--- src/rtl/time_alarm_core_if.sv ---
// rtl/time_alarm_core_if.sv - pulse inputs and time/alarm outputs of time_alarm_core
interface time_alarm_core_if;
    logic       tick_1hz;
    logic       sec_adj;
    logic       min_adj;
    logic       hrs_adj;
    logic       al_adj;
    logic       al_toggle;
    logic [5:0] seconds;
    logic [5:0] minutes;
    logic [3:0] hours;
    logic [5:0] al_minutes;
    logic [3:0] al_hours;
    logic       al_on;
    logic       ringing;
    logic       bell_visible;
    logic       buzzer_out;

    modport master (
        output tick_1hz, sec_adj, min_adj, hrs_adj, al_adj, al_toggle,
        input  seconds, minutes, hours, al_minutes, al_hours,
        input  al_on, ringing, bell_visible, buzzer_out
    );

    modport slave (
        input  tick_1hz, sec_adj, min_adj, hrs_adj, al_adj, al_toggle,
        output seconds, minutes, hours, al_minutes, al_hours,
        output al_on, ringing, bell_visible, buzzer_out
    );
endinterface

--- src/rtl/time_alarm_core.sv ---
// rtl/time_alarm_core.sv - 12-hour timekeeping, alarm FSM and gated buzzer tone
// Optional snooze state enabled by defining TAC_SNOOZE_EN.
module time_alarm_core #(
    parameter int TONE_HALF      = 5000,
    parameter int RING_SECONDS   = 60,
    parameter int SNOOZE_SECONDS = 120
) (
    input  logic               clk,
    input  logic               reset,
    time_alarm_core_if.slave   bus
);
    localparam int TW = (TONE_HALF > 1) ? $clog2(TONE_HALF) : 1;

    if (RING_SECONDS < 1 || RING_SECONDS > 255) begin : g_bad_ring
        $error("RING_SECONDS must be 1..255");
    end
    if (SNOOZE_SECONDS < 1 || SNOOZE_SECONDS > 255) begin : g_bad_snooze
        $error("SNOOZE_SECONDS must be 1..255");
    end

`ifdef TAC_SNOOZE_EN
    typedef enum logic [2:0] {IDLE, ARMED, RINGING, DONE, SNOOZE} state_t;
`else
    typedef enum logic [1:0] {IDLE, ARMED, RINGING, DONE} state_t;
`endif

    state_t        state, state_next;
    logic [5:0]    sec_r, min_r, al_min_r;
    logic [3:0]    hrs_r, al_hrs_r;
    logic          tick_pending;
    logic [7:0]    ring_cnt, ring_cnt_next;
    logic          beep_phase, beep_next;
    logic [TW-1:0] tone_cnt;
    logic          tone, tone_next;
    logic          al_on_r, ringing_r, bell_r, buzzer_r;

    logic any_adj, apply_tick, match, snooze_req, al_step;

    assign any_adj    = bus.sec_adj | bus.min_adj | bus.hrs_adj | bus.al_adj;
    assign apply_tick = (bus.tick_1hz | tick_pending) & ~any_adj;
    assign match      = (hrs_r == al_hrs_r) && (min_r == al_min_r);
`ifdef TAC_SNOOZE_EN
    assign snooze_req = bus.al_adj && (state == RINGING);
`else
    assign snooze_req = 1'b0;
`endif
    // A snooze request consumes al_adj instead of moving the alarm time.
    assign al_step   = bus.al_adj & ~snooze_req;
    assign tone_next = tone ^ (tone_cnt == TW'(TONE_HALF - 1));

    always_ff @(posedge clk) begin
        if (reset) begin
            sec_r        <= '0;
            min_r        <= '0;
            hrs_r        <= '0;
            al_min_r     <= '0;
            al_hrs_r     <= '0;
            tick_pending <= 1'b0;
        end else begin
            tick_pending <= any_adj ? (bus.tick_1hz | tick_pending)
                                    : (bus.tick_1hz & tick_pending);
            if (apply_tick) begin
                if (sec_r == 6'd59) begin
                    sec_r <= '0;
                    if (min_r == 6'd59) begin
                        min_r <= '0;
                        hrs_r <= (hrs_r == 4'd11) ? 4'd0 : hrs_r + 4'd1;
                    end else begin
                        min_r <= min_r + 6'd1;
                    end
                end else begin
                    sec_r <= sec_r + 6'd1;
                end
            end
            // apply_tick and the adjusts are mutually exclusive, so no field is written twice.
            if (bus.sec_adj) sec_r <= (sec_r == 6'd59) ? 6'd0 : sec_r + 6'd1;
            if (bus.min_adj) min_r <= (min_r == 6'd59) ? 6'd0 : min_r + 6'd1;
            if (bus.hrs_adj) hrs_r <= (hrs_r == 4'd11) ? 4'd0 : hrs_r + 4'd1;
            if (al_step) begin
                if (al_min_r >= 6'd50) begin
                    al_min_r <= al_min_r - 6'd50;
                    al_hrs_r <= (al_hrs_r == 4'd11) ? 4'd0 : al_hrs_r + 4'd1;
                end else begin
                    al_min_r <= al_min_r + 6'd10;
                end
            end
        end
    end

`ifdef TAC_SNOOZE_EN
    logic [7:0] snooze_cnt, snooze_cnt_next;
    always_ff @(posedge clk) begin
        if (reset) snooze_cnt <= '0;
        else       snooze_cnt <= snooze_cnt_next;
    end
`endif

    always_comb begin
        state_next    = state;
        ring_cnt_next = ring_cnt;
        beep_next     = bus.tick_1hz ? ~beep_phase : beep_phase;
`ifdef TAC_SNOOZE_EN
        snooze_cnt_next = snooze_cnt;
`endif
        if (bus.al_toggle) begin
            state_next = (state == IDLE) ? ARMED : IDLE;
        end else begin
            case (state)
                IDLE: ;
                ARMED: if (match) begin
                    state_next    = RINGING;
                    ring_cnt_next = '0;
                    beep_next     = 1'b1;
                end
                RINGING: begin
                    if (snooze_req) begin
                        state_next = state_t'(3'd4);
`ifdef TAC_SNOOZE_EN
                        snooze_cnt_next = '0;
`endif
                    end else if (apply_tick) begin
                        if (ring_cnt == 8'(RING_SECONDS - 1)) state_next = DONE;
                        else ring_cnt_next = ring_cnt + 8'd1;
                    end
                end
                DONE: if (!match) state_next = ARMED;
`ifdef TAC_SNOOZE_EN
                SNOOZE: if (apply_tick) begin
                    if (snooze_cnt == 8'(SNOOZE_SECONDS - 1)) begin
                        state_next    = RINGING;
                        ring_cnt_next = '0;
                    end else begin
                        snooze_cnt_next = snooze_cnt + 8'd1;
                    end
                end
`endif
                default: state_next = IDLE;
            endcase
        end
    end

    // Status outputs are registered from next-state values so they line up with the state register.
    always_ff @(posedge clk) begin
        if (reset) begin
            state      <= IDLE;
            ring_cnt   <= '0;
            beep_phase <= 1'b0;
            tone_cnt   <= '0;
            tone       <= 1'b0;
            al_on_r    <= 1'b0;
            ringing_r  <= 1'b0;
            bell_r     <= 1'b0;
            buzzer_r   <= 1'b0;
        end else begin
            state      <= state_next;
            ring_cnt   <= ring_cnt_next;
            beep_phase <= beep_next;
            tone_cnt   <= (tone_cnt == TW'(TONE_HALF - 1)) ? '0 : tone_cnt + 1'b1;
            tone       <= tone_next;
            al_on_r    <= (state_next != IDLE);
            ringing_r  <= (state_next == RINGING);
            bell_r     <= (state_next != IDLE) && ((state_next != RINGING) || beep_next);
            buzzer_r   <= (state_next == RINGING) && beep_next && tone_next;
        end
    end

    assign bus.seconds      = sec_r;
    assign bus.minutes      = min_r;
    assign bus.hours        = hrs_r;
    assign bus.al_minutes   = al_min_r;
    assign bus.al_hours     = al_hrs_r;
    assign bus.al_on        = al_on_r;
    assign bus.ringing      = ringing_r;
    assign bus.bell_visible = bell_r;
    assign bus.buzzer_out   = buzzer_r;
endmodule

--- src/flat_wrapper.sv ---
// flat-port wrapper written by rule: the top's interface ports become plain ports
module time_alarm_core_flat 
#(
    parameter int TONE_HALF      = 5000,
    parameter int RING_SECONDS   = 60,
    parameter int SNOOZE_SECONDS = 120
)
  (clk, reset, bus_tick_1hz, bus_sec_adj, bus_min_adj, bus_hrs_adj, bus_al_adj, bus_al_toggle, bus_seconds, bus_minutes, bus_hours, bus_al_minutes, bus_al_hours, bus_al_on, bus_ringing, bus_bell_visible, bus_buzzer_out);
  time_alarm_core_if bus_i ();
  input  logic clk;
  input  logic reset;
  input wire logic [$bits(bus_i.tick_1hz)-1:0] bus_tick_1hz;
  input wire logic [$bits(bus_i.sec_adj)-1:0] bus_sec_adj;
  input wire logic [$bits(bus_i.min_adj)-1:0] bus_min_adj;
  input wire logic [$bits(bus_i.hrs_adj)-1:0] bus_hrs_adj;
  input wire logic [$bits(bus_i.al_adj)-1:0] bus_al_adj;
  input wire logic [$bits(bus_i.al_toggle)-1:0] bus_al_toggle;
  output wire logic [$bits(bus_i.seconds)-1:0] bus_seconds;
  output wire logic [$bits(bus_i.minutes)-1:0] bus_minutes;
  output wire logic [$bits(bus_i.hours)-1:0] bus_hours;
  output wire logic [$bits(bus_i.al_minutes)-1:0] bus_al_minutes;
  output wire logic [$bits(bus_i.al_hours)-1:0] bus_al_hours;
  output wire logic [$bits(bus_i.al_on)-1:0] bus_al_on;
  output wire logic [$bits(bus_i.ringing)-1:0] bus_ringing;
  output wire logic [$bits(bus_i.bell_visible)-1:0] bus_bell_visible;
  output wire logic [$bits(bus_i.buzzer_out)-1:0] bus_buzzer_out;
  assign bus_i.tick_1hz = bus_tick_1hz;
  assign bus_i.sec_adj = bus_sec_adj;
  assign bus_i.min_adj = bus_min_adj;
  assign bus_i.hrs_adj = bus_hrs_adj;
  assign bus_i.al_adj = bus_al_adj;
  assign bus_i.al_toggle = bus_al_toggle;
  assign bus_seconds = bus_i.seconds;
  assign bus_minutes = bus_i.minutes;
  assign bus_hours = bus_i.hours;
  assign bus_al_minutes = bus_i.al_minutes;
  assign bus_al_hours = bus_i.al_hours;
  assign bus_al_on = bus_i.al_on;
  assign bus_ringing = bus_i.ringing;
  assign bus_bell_visible = bus_i.bell_visible;
  assign bus_buzzer_out = bus_i.buzzer_out;
  time_alarm_core #(.TONE_HALF(TONE_HALF), .RING_SECONDS(RING_SECONDS), .SNOOZE_SECONDS(SNOOZE_SECONDS)) u_core (.clk(clk), .reset(reset), .bus(bus_i));
endmodule
--- config.mk ---
export PLATFORM = sky130hd
export DESIGN_NAME = time_alarm_core_flat
export DESIGN_NICKNAME = d
export VERILOG_FILES = /design/src/rtl/time_alarm_core_if.sv /design/src/rtl/time_alarm_core.sv /design/src/flat_wrapper.sv
export SDC_FILE = /design/constraint.sdc
export NUM_CORES = 1
export LEC_CHECK = 0
export BUFFER_PORTS_ARGS = -buffer_cell sky130_fd_sc_hd__buf_4
export CAP_MARGIN = 20
export CORE_MARGIN = 8
export CORE_UTILIZATION = 57
export CTS_BUF_LIST = sky130_fd_sc_hd__clkbuf_16
export CTS_CLUSTER_SIZE = 25
export DETAILED_ROUTE_END_ITERATION = 8
export GPL_TIMING_DRIVEN = 0
export PLACE_DENSITY = 0.77
export RECOVER_POWER = 50
export SKIP_LAST_GASP = 1
export SLEW_MARGIN = 10
export SYNTH_ARGS = -nofsm -noshare
export SYNTH_HDL_FRONTEND = slang
export SYNTH_SLANG_ARGS = --single-unit
--- constraint.sdc ---
create_clock -name clk -period 3 [get_ports clk]
set_input_delay 0.15 -clock clk [delete_from_list [all_inputs] [get_ports clk]]
set_output_delay 0.15 -clock clk [all_outputs]
set_load 0.1 [all_outputs]
==> out/results.tsv <==
metric	value	unit
finalCritPeriodShare	79.9	%
global_route.usage.met3	4.20	%
post-route-drc-count	0	
clock_path_buffers	2	
worst_slack	0.604	ns
yosysTopAreaCellShare	39.3	%
grt_pass1_wl	10900	µm
netlist_area	2800	µm²
detail_route.wl_per_cell	14.1	µm
wl	6200	µm
maxCapViolCount	0	
synthCells	330	
critPathLaunchType	flip-flop	
synth.distinct_cells	49	
total_power	1.78	mW
hold_class	in -> reg	
syn-num-nets	351	
cts_made_buffers	5	
place_ws	0.658	ns
cts_tree	built	
synth_edf_count	0	
core_area	4720	µm²
grt_use_met2	28.4	%
die_h	86.1	µm
synth.yosys.seq_area_share	39.3	%
grt_use_total	17.8	%
relSlewSlack	20.9	%
grt_pass1_vias	2414	
yosys-top-cells-area	dfxtp_1 (39%), nor2_1 (6.4%), xnor2_1 (5.9%)	
rrSetupSlack	0.60	ns
end_kind	flip-flop	
syn2layout_area_growth	14.6	%
post_cts_resized	0	
dpl.cell_count	433	
instances_no_fill	441	
power.density	556	nW/µm²
cp_slowest_stage_delay	0.71	ns
grt-ovfl-total	0	
root_buffer	clkbuf_16	
crit_required	3.19	ns
fin_worst_skew	0.00665	ns
hpwl	4410	µm
outcome	finished, final reports clean	
avgViaCountPerCell	5.60	
drt_iter0_markers	115	
grt.busiest_layer	met2	
pin_count	38	
path_cells	clkbuf_1, xnor2_1, nand4_1, o31ai_2, nand3_1, o41ai_1	
final_util	67.9	%
crit_path_top_delay_cell	o31ai_2	
fin_area	3210	µm²
cts-htree-levels	2	
power_leakage	1.18	nW
clk_pin_slew	0.07	ns
yosysWarnings	0	
die_x	86.1	µm
grt_start_max_net_pins	19	
rsz0062_at_grt	false	
gp_congestion	0.796	
peakVddDrop	0.402	mV
worstPathMaxFanout	9	
path_delay_family	compound AO/OA/AOI/OAI gates	
setup_viol_count_final	0	
drive_above_1_share	5.61	%
fin_nets	394	
path_class	reg -> reg	
ys_ff_latch	55	
die_area	7410	µm²
vias	2468	
clk-insertion-delay-late	0.29	ns
ant_nets	0	
synth_area_per_cell	8.49	µm²
portBuffers	36	
antenna_cells	0	
initial_core_util	59.3	%
yosys.area.top_type	dfxtp_1	
rows	25	
antenna_found_initial	0	
cts.sinks	55	
tightest_slew	1.19	ns
final_common_cell	dfxtp_1	
postCtsSetupBuffers	0	
synthArstFlopShare	0	%
placed_area	3150	µm²
cts_hold_buf	0	
final_cell_mix	dfxtp_1 (55), nor2_1 (48), clkbuf_1 (41), nand2_1 (23)	
min_period	2.40	ns
tns	0	ns
hold_viol_final	0	
fmax	417	MHz
path_buf_inv	1	
critical_path_arrival	2.59	ns
slew_viol_final	0	
grt.met1_usage	22.6	%
synth_ff_type	dfxtp_1	
drt_pass1_iterations	4	
timing.hold.ws	0.136	ns
[logic make-up (layout without fill, tap and decap cells)]
family          after synthesis  count (layout)  synth area share [%]
compound gates               62              62                  14.7
simple gates                137             137                  24.4
buf+inv                      23              67                  3.26
other cells                   1               1                 0.134
fa+ha+maj                    13              13                  5.81
mux                           4               4                  1.43
xor+xnor                     35              35                  10.9
flops                        55              55                  39.3
[final timing paths]
path,end,start,cells past startpoint
setup / recovery,u_core.ring_cnt[3],u_core.bus.al_minutes[1],6
hold / removal,u_core.tick_pending,bus_tick_1hz,3
setup reg to reg,u_core.ring_cnt[3],u_core.bus.al_minutes[1],6
hold reg to reg,u_core.tone_cnt[0],u_core.tone_cnt[0],1
[metal layers]
layer	vias up	wire length, µm
li1	1248	-
met1	1167	2910
met2	45	2940
met3	8	274
met4	0	84
met5	-	0
[state kept, by name, summed over array words and instances, names as in the netlist, 2 cells and up]
signal,flops
u_core.bus.hours,4
u_core.bus.seconds,6
u_core.bus.al_minutes,5
u_core.bus.minutes,6
u_core.bus.al_hours,4
u_core.tone_cnt,13
u_core.state,2
u_core.ring_cnt,8
[Yosys cell counts (4+ instances only)]
cell type / instances
and3_1: 6
a21oi_1: 19
xnor2_1: 19
inv_1: 12
nand4_1: 16
nand2_1: 23
o31ai_1: 5
or4_1: 4
mux2i_1: 4
xor2_1: 16
nand3_1: 11
nand2b_1: 4
dfxtp_1: 55
ha_1: 13
clkbuf_1: 9
nor2_1: 48
o21ai_0: 16
nor2b_1: 5
[where the power goes]
| part | total (mW) | internal (mW) | switching [mW] | leakage (nW) |
|---|---|---|---|---|
| registers | 0.784 | 0.756 | 0.0279 | 0.447 |
| logic | 0.326 | 0.0737 | 0.252 | 0.651 |
| clock network | 0.672 | 0.397 | 0.275 | 0.0804 |
| total | 1.78 | 1.23 | 0.555 | 1.18 |
[layout make-up]
cell class	count	area [µm²]
sequential	55	1100
inverter	12	45.0
clock buffer	5	125
multi-input combinational	252	1610
fill	433	1520
timing repair buffer	36	154
buffer	11	45.0
clock inverter	3	46.3
tap	67	83.8
[worst min-delay path, delay by kind of cell]
kind,cells,cell delay (ns)
AOI/OAI and AO/OA,1,0.05
buffers and inverters,1,0.13
and+or+nand+nor,1,0.05
(Power assumes the default switching activity.)
